<file path="src/rtl/usb_ctl_pkg.sv">
// Shared types and constants for the EP0 control-transfer arbiter.
// Optional watchdog is enabled by defining USB_CTL_TIMEOUT_EN.
package usb_ctl_pkg;

    typedef enum logic [2:0] {
        ST_IDLE     = 3'd0,
        ST_DATA_IN  = 3'd1,
        ST_DATA_OUT = 3'd2,
        ST_FLUSH    = 3'd3,
        ST_STALL    = 3'd4
    } ctl_state_t;

    localparam int REQ_DIR_BIT = 7;
    localparam int LEN_W       = 16;
    localparam int TIMEOUT_W   = 16;

    localparam logic [7:0] SET_ADDRESS       = 8'h05;
    localparam logic [7:0] GET_DESCRIPTOR    = 8'h06;
    localparam logic [7:0] SET_CONFIGURATION = 8'h09;

    // States in which a handler owns the transfer.
    function automatic logic is_routed(ctl_state_t s);
        return (s == ST_DATA_IN) || (s == ST_DATA_OUT) || (s == ST_FLUSH);
    endfunction

endpackage

</file>
<file path="src/rtl/usb_ctl_len_limiter.sv">
// wLength tracking for the IN stage: remaining-byte counter plus last-beat
// generation that merges handler last with the wLength limit.
module usb_ctl_len_limiter
    import usb_ctl_pkg::*;
(
    input  logic             clk,
    input  logic             rst,
    input  logic             load,
    input  logic             clear,
    input  logic             beat,
    input  logic             h_last,
    input  logic [LEN_W-1:0] length,
    output logic [LEN_W-1:0] remaining,
    output logic             last_beat,
    output logic             len_zero
);

    always_ff @(posedge clk) begin
        if (rst) begin
            remaining <= '0;
        end else if (clear) begin
            remaining <= '0;
        end else if (load) begin
            remaining <= length;
        end else if (beat && (remaining != '0)) begin
            remaining <= remaining - LEN_W'(1);
        end
    end

    // Handler last and the wLength limit on the same beat collapse into one last.
    assign last_beat = h_last || (remaining == LEN_W'(1));
    assign len_zero  = (length == '0);

endmodule

</file>
<file path="src/rtl/usb_ctl_arbiter.sv">
// EP0 control-transfer arbiter between the standard (h0) and vendor/class (h1)
// request handlers. Define USB_CTL_TIMEOUT_EN to add the handshake watchdog.
//
// state       | meaning
// ST_IDLE     | waiting for a ctl_xfer rise
// ST_DATA_IN  | IN bytes streamed from h[sel], truncated to wLength
// ST_DATA_OUT | OUT bytes and done routed to h[sel]
// ST_FLUSH    | IN stage complete, no further bytes; done passed through
// ST_STALL    | no handler accepted (or watchdog abort) until ctl_xfer falls
module usb_ctl_arbiter
    import usb_ctl_pkg::*;
#(
    parameter int unsigned TIMEOUT_CYCLES = 65535
) (
    input  logic        clk,
    input  logic        rst,
    input  logic [7:0]  ctl_xfer_type,
    input  logic [7:0]  ctl_xfer_request,
    input  logic [15:0] ctl_xfer_value,
    input  logic [15:0] ctl_xfer_index,
    input  logic [15:0] ctl_xfer_length,
    input  logic        ctl_xfer,
    output logic        ctl_xfer_accept,
    output logic        ctl_xfer_done,
    output logic        ctl_xfer_stall,
    input  logic [7:0]  ctl_xfer_data_out,
    input  logic        ctl_xfer_data_out_valid,
    output logic [7:0]  ctl_xfer_data_in,
    output logic        ctl_xfer_data_in_valid,
    output logic        ctl_xfer_data_in_last,
    input  logic        ctl_xfer_data_in_ready,
    output logic [7:0]  h0_xfer_type,
    output logic [7:0]  h0_xfer_request,
    output logic [15:0] h0_xfer_value,
    output logic [15:0] h0_xfer_index,
    output logic [15:0] h0_xfer_length,
    input  logic        h0_accept,
    output logic        h0_xfer,
    input  logic        h0_done,
    output logic [7:0]  h0_data_out,
    output logic        h0_data_out_valid,
    input  logic [7:0]  h0_data_in,
    input  logic        h0_data_in_valid,
    input  logic        h0_data_in_last,
    output logic        h0_data_in_ready,
    output logic [7:0]  h1_xfer_type,
    output logic [7:0]  h1_xfer_request,
    output logic [15:0] h1_xfer_value,
    output logic [15:0] h1_xfer_index,
    output logic [15:0] h1_xfer_length,
    input  logic        h1_accept,
    output logic        h1_xfer,
    input  logic        h1_done,
    output logic [7:0]  h1_data_out,
    output logic        h1_data_out_valid,
    input  logic [7:0]  h1_data_in,
    input  logic        h1_data_in_valid,
    input  logic        h1_data_in_last,
    output logic        h1_data_in_ready,
    output logic        timeout_err
);

    ctl_state_t       state, state_nxt;
    logic             sel;
    logic             xfer_q;
    logic             rise;
    logic             any_accept;
    logic             hs;
    logic             last_beat;
    logic             len_zero;
    logic             timeout_hit;
    logic             sel_done;
    logic             sel_in_valid;
    logic             sel_in_last;
    logic [7:0]       sel_in_data;
    logic [LEN_W-1:0] remaining;

    assign h0_xfer_type    = ctl_xfer_type;
    assign h0_xfer_request = ctl_xfer_request;
    assign h0_xfer_value   = ctl_xfer_value;
    assign h0_xfer_index   = ctl_xfer_index;
    assign h0_xfer_length  = ctl_xfer_length;
    assign h0_data_out     = ctl_xfer_data_out;
    assign h1_xfer_type    = ctl_xfer_type;
    assign h1_xfer_request = ctl_xfer_request;
    assign h1_xfer_value   = ctl_xfer_value;
    assign h1_xfer_index   = ctl_xfer_index;
    assign h1_xfer_length  = ctl_xfer_length;
    assign h1_data_out     = ctl_xfer_data_out;

    assign any_accept      = h0_accept | h1_accept;
    assign ctl_xfer_accept = any_accept;
    assign rise            = ctl_xfer & ~xfer_q;

    assign sel_done     = sel ? h1_done          : h0_done;
    assign sel_in_valid = sel ? h1_data_in_valid : h0_data_in_valid;
    assign sel_in_last  = sel ? h1_data_in_last  : h0_data_in_last;
    assign sel_in_data  = sel ? h1_data_in       : h0_data_in;

    assign hs = ctl_xfer_data_in_valid & ctl_xfer_data_in_ready;

    usb_ctl_len_limiter u_len (
        .clk       (clk),
        .rst       (rst),
        .load      ((state == ST_IDLE) && rise),
        .clear     (~ctl_xfer),
        .beat      (hs),
        .h_last    (sel_in_last),
        .length    (ctl_xfer_length),
        .remaining (remaining),
        .last_beat (last_beat),
        .len_zero  (len_zero)
    );

    // xfer_q resets high so a ctl_xfer still asserted across reset is not a rise.
    always_ff @(posedge clk) begin
        if (rst) begin
            state  <= ST_IDLE;
            sel    <= 1'b0;
            xfer_q <= 1'b1;
        end else begin
            state  <= state_nxt;
            xfer_q <= ctl_xfer;
            if ((state == ST_IDLE) && rise && any_accept) begin
                sel <= ~h0_accept;
            end
        end
    end

    always_comb begin
        state_nxt = state;
        case (state)
            ST_IDLE: begin
                if (rise) begin
                    if (!any_accept) begin
                        state_nxt = ST_STALL;
                    end else if (ctl_xfer_type[REQ_DIR_BIT]) begin
                        state_nxt = len_zero ? ST_FLUSH : ST_DATA_IN;
                    end else begin
                        state_nxt = ST_DATA_OUT;
                    end
                end
            end
            ST_DATA_IN: begin
                if (timeout_hit) begin
                    state_nxt = ST_STALL;
                end else if (hs && last_beat) begin
                    state_nxt = ST_FLUSH;
                end
            end
            ST_DATA_OUT: begin
                if (timeout_hit) begin
                    state_nxt = ST_STALL;
                end
            end
            default: state_nxt = state;
        endcase
        if (!ctl_xfer) begin
            state_nxt = ST_IDLE;
        end
    end

    always_comb begin
        h0_xfer                = 1'b0;
        h1_xfer                = 1'b0;
        h0_data_out_valid      = 1'b0;
        h1_data_out_valid      = 1'b0;
        h0_data_in_ready       = 1'b0;
        h1_data_in_ready       = 1'b0;
        ctl_xfer_data_in       = 8'h00;
        ctl_xfer_data_in_valid = 1'b0;
        ctl_xfer_data_in_last  = 1'b0;
        ctl_xfer_stall         = (state == ST_STALL);
        ctl_xfer_done          = is_routed(state) ? sel_done : 1'b0;
        if (ctl_xfer && is_routed(state)) begin
            h0_xfer = ~sel;
            h1_xfer = sel;
            if (state == ST_DATA_IN) begin
                ctl_xfer_data_in       = sel_in_data;
                ctl_xfer_data_in_valid = sel_in_valid;
                ctl_xfer_data_in_last  = sel_in_valid & last_beat;
                h0_data_in_ready       = ~sel & ctl_xfer_data_in_ready;
                h1_data_in_ready       = sel & ctl_xfer_data_in_ready;
            end
            if (state == ST_DATA_OUT) begin
                h0_data_out_valid = ~sel & ctl_xfer_data_out_valid;
                h1_data_out_valid = sel & ctl_xfer_data_out_valid;
            end
        end
    end

`ifdef USB_CTL_TIMEOUT_EN
    // Down-counter reloaded on progress; terminal count 0 marks TIMEOUT_CYCLES idle cycles.
    localparam logic [TIMEOUT_W-1:0] WD_LOAD = TIMEOUT_W'(TIMEOUT_CYCLES - 1);
    logic [TIMEOUT_W-1:0] wd_cnt;
    logic                 wd_run;
    logic                 wd_kick;

    assign wd_run  = ctl_xfer && ((state == ST_DATA_IN) || (state == ST_DATA_OUT));
    assign wd_kick = (state == ST_DATA_IN) ? hs : sel_done;

    always_ff @(posedge clk) begin
        if (rst) begin
            wd_cnt <= WD_LOAD;
        end else if (!wd_run || wd_kick) begin
            wd_cnt <= WD_LOAD;
        end else if (wd_cnt != '0) begin
            wd_cnt <= wd_cnt - TIMEOUT_W'(1);
        end
    end

    assign timeout_hit = wd_run && !wd_kick && (wd_cnt == '0);
`else
    logic timeout_unused;
    assign timeout_unused = |TIMEOUT_CYCLES;
    assign timeout_hit    = 1'b0;
`endif

    assign timeout_err = timeout_hit;

endmodule

</file>
<file path="config.mk">
export PLATFORM = sky130hd
export DESIGN_NAME = usb_ctl_arbiter
export DESIGN_NICKNAME = d
export VERILOG_FILES = /design/src/rtl/usb_ctl_pkg.sv /design/src/rtl/usb_ctl_len_limiter.sv /design/src/rtl/usb_ctl_arbiter.sv
export SDC_FILE = /design/constraint.sdc
export NUM_CORES = 1
export LEC_CHECK = 0
export CORE_AREA = 3 3 101 103
export CTS_BUF_LIST = sky130_fd_sc_hd__clkbuf_8
export CTS_CLUSTER_DIAMETER = 80
export CTS_CLUSTER_SIZE = 8
export DETAILED_ROUTE_END_ITERATION = 16
export DIE_AREA = 0 0 104 106
export PLACE_DENSITY_LB_ADDON = 0.05
export SLEW_MARGIN = 20
export SYNTH_ARGS = -nofsm -noshare
export SYNTH_HDL_FRONTEND = slang
export SYNTH_SLANG_ARGS = --single-unit
export TNS_END_PERCENT = 30
</file>
<file path="constraint.sdc">
create_clock -name clk -period 2.3 [get_ports clk]
set_clock_uncertainty 0.15 [all_clocks]
set_input_delay 0.46 -clock clk [delete_from_list [all_inputs] [get_ports clk]]
set_output_delay 0.46 -clock clk [all_outputs]
set_load 0.02 [all_outputs]
</file>
==> impl_metrics.py <==
metrics = {
    "outcome": {
        "status": "completed",
    },
    "sta": {
        "setup_viol": 0,
        "period_share": 0.980,
        "rsz0062_at_grt": "false",
        "tns_ns": 0,
        "slew_violations": 0,
        "fin_hold_ws_ns": 0.386,
        "hold_violations": 0,
        "period_minus_slack_ns": 2.25,
        "fmax_mhz": 444,
    },
    "synth": {
        "synth-seq-area-share": 0.160,
        "synth_top_cells_by_count": "buf_4, nor2_1, dfxtp_1",
        "synth.net_count": 447,
        "ys_ff_latch": 21,
        "syn_inst": 343,
        "ys.flop_type": "dfxtp_1",
        "synth_top_cell_area_share": 0.418,
        "avgSynthCellArea_sq_um": 7.65,
        "synth_warnings": 0,
        "synthTopCellsByArea": "buf_4, dfxtp_1, mux2i_1, nor2_1, nand2_1",
        "synth_top_cell_by_area": "buf_4",
        "synthArstFlopShare": 0,
        "synth-edff-count": 0,
        "synthMostInstantiatedCell": "buf_4",
        "synth_cell_type_count": 52,
        "netlist_area_sq_um": 2620,
    },
    "worst_setup_path": {
        "crit_top_cell": "clkdlybuf4s50_1",
        "worst_path_max_delay_cell": "clkdlybuf4s50_1",
        "required_ns": 1.69,
        "cp.arrival_ns": 1.64,
        "path_cells": "clkdlybuf4s50_1, clkdlybuf4s50_1",
        "critical_path_class": "input port to output port",
        "path_buf_inv": 2,
        "end_kind": "output port",
        "crit_family": "buffers and inverters",
        "max_stage_delay_ns": 0.63,
        "startpoint_type": "input port",
        "crit_fanout": 4,
    },
    "clocking": {
        "holdBufCountCts": 0,
        "htreeDepth": 1,
        "cts_root_buffer": "clkbuf_8",
        "cts_tree": "built",
        "cts_buffers": 3,
        "cts_buffer_depth": 2,
        "clk_latency_ns": 0.27,
        "path_clk_slew_ns": 0.08,
        "numClockSinks": 21,
    },
    "routing": {
        "vias_per_cell": 4.48,
        "drt_wl_total_mm": 7.94,
        "first_iter_violations": 59,
        "wire_per_inst_microns": 16.8,
        "first_pass_iters": 4,
        "vias": 2117,
        "drtAntennaViolNets": 0,
        "drc": 0,
    },
    "die": {
        "io_pins": 265,
        "chipHeight_microns": 106,
        "die_x_microns": 104,
        "core_sq_um": 9280,
        "row_count": 35,
        "initial_core_util": 0.283,
        "fp.dieArea_sq_um": 11000,
    },
    "power_and_ir_drop": {
        "ir_drop_uv": 150,
        "p_comb_frac": 0.384,
        "p_leak_nw": 1.27,
        "clock_power_share": 0.249,
        "p_sw_frac": 0.317,
        "p_int_uw": 703,
        "pwr-share-seq": 0.367,
        "netSwitchingPower_uw": 326,
        "power_density_nw_per_um2": 334,
    },
    "worst_hold_path": {
        "min_path_type": "register to register",
    },
    "place": {
        "gp_congestion": 0.784,
        "place_hpwl_mm": 6.56,
        "portBuffers": 98,
    },
    "global_route": {
        "grt_overflow": 0,
        "grt_start_max_net_pins": 17,
        "track_usage": 0.138,
        "antenna_found_initial": 0,
        "grt_pass1_vias": 2221,
        "grt_pass1_wl_mm": 12.3,
    },
    "finish": {
        "fin_util": 0.332,
        "diodes": 0,
        "syn2layout_area_growth_pct": 17.4,
        "drive_gt1_frac": 0.267,
        "fin_nets": 449,
    },
    "job": {
        "maxCapViolations": 0,
    },
}
-- cells by family (layout without fill, tap and decap cells) --
group                      after synthesis  in the layout  share of synthesized area
AOI/OAI and AO/OA                       43             43                      0.112
xor gates and xnor gates                 6              6                     0.0200
adders and majority gates                3              3                     0.0143
buffers and inverters                  162            163                      0.444
DFF                                     21             21                      0.160
muxes                                   10             10                     0.0386
other                                    1              1                    0.00143
and+or+nand+nor                         97             97                      0.209
-- cells in the final DEF (no fill, tap or decap), drive strengths merged, types with 4 or more instances in the layout --
cell type and count:
mux2i 9, nor4 8, o22ai 4, clkdlybuf4s50 77, nor3 9, nand2 19
nand4 4, a211oi 4, dlygate4sd2 4, buf 68, a21oi 12, dfxtp 21
o21ai 5, nand3 9, xor2 4, inv 6, a31oi 6, nor2 23
-- per-stage QoR --
stage                     setup slack, ns  total power, mW  instances  cell area, sq um
after floorplan                     0.169            0.864        343              2620
after global placement             -0.621            0.782        467              3040
after detailed placement           -0.661            0.780        467              3040
after CTS                         0.00409             1.04        472              3050
after global routing            0.0000546             1.08        473              3080
final                              0.0459             1.03        473              3080
-- metal layers --
| layer | vias to the layer above | wire length, microns | global-route usage |
|---|---|---|---|
| met5 | - | 0 | 0 |
| met4 | 0 | 86 | 0.0323 |
| met3 | 11 | 644 | 0.0346 |
| met2 | 122 | 4110 | 0.260 |
| met1 | 956 | 3100 | 0.156 |
| li1 | 1028 | - | - |
-- timing repair --
| item | 4_1_cts | 5_1_grt |
|---|---|---|
| pin swaps | 2 | 1 |
| endpoints found under the hold margin | 0 | 0 |
| resized for setup | 67 | 6 |
| endpoints found under the setup margin | 18 | 7 |
| buffers inserted | 1 | 1 |
-- layout make-up --
| type | count | area, sq um |
|---|---|---|
| repair buffers | 154 | 1360 |
| fillers | 1042 | 6200 |
| inverters | 5 | 18.8 |
| clock inverters | 1 | 3.75 |
| multi-input cells | 160 | 1070 |
| well taps | 129 | 161 |
| clock buffers | 3 | 41.3 |
| flip-flops and latches | 21 | 422 |
-- path summary, 6_finish.rpt --
| check | from | endpoint | cells after the start | slack [ns] |
|---|---|---|---|---|
| worst max-delay path | ctl_xfer_length[6] | h1_xfer_length[6] | 2 | 0.05 |
| worst min-delay path | u_len.remaining[10] | u_len.remaining[10] | 2 | 0.39 |
| worst max register to register | state[2] | u_len.remaining[11] | 7 | 0.21 |
| worst min register to register | u_len.remaining[10] | u_len.remaining[10] | 2 | 0.39 |
-- power groups by stage --
| stage | sequential (mW) | combinational, mW | clock, mW |
|---|---|---|---|
| after floorplan | 0.385 | 0.479 | 0 |
| after global placement | 0.386 | 0.396 | 0 |
| after detailed placement | 0.386 | 0.395 | 0 |
| after CTS | 0.377 | 0.398 | 0.269 |
| after global routing | 0.379 | 0.427 | 0.275 |
| final | 0.377 | 0.396 | 0.256 |
-- sequential cells by signal, summed over array words and instances (netlist names) --
register         flops
sel                  1
state                3
u_len.remaining     16
xfer_q               1
Power figures use the tool's default switching activity.
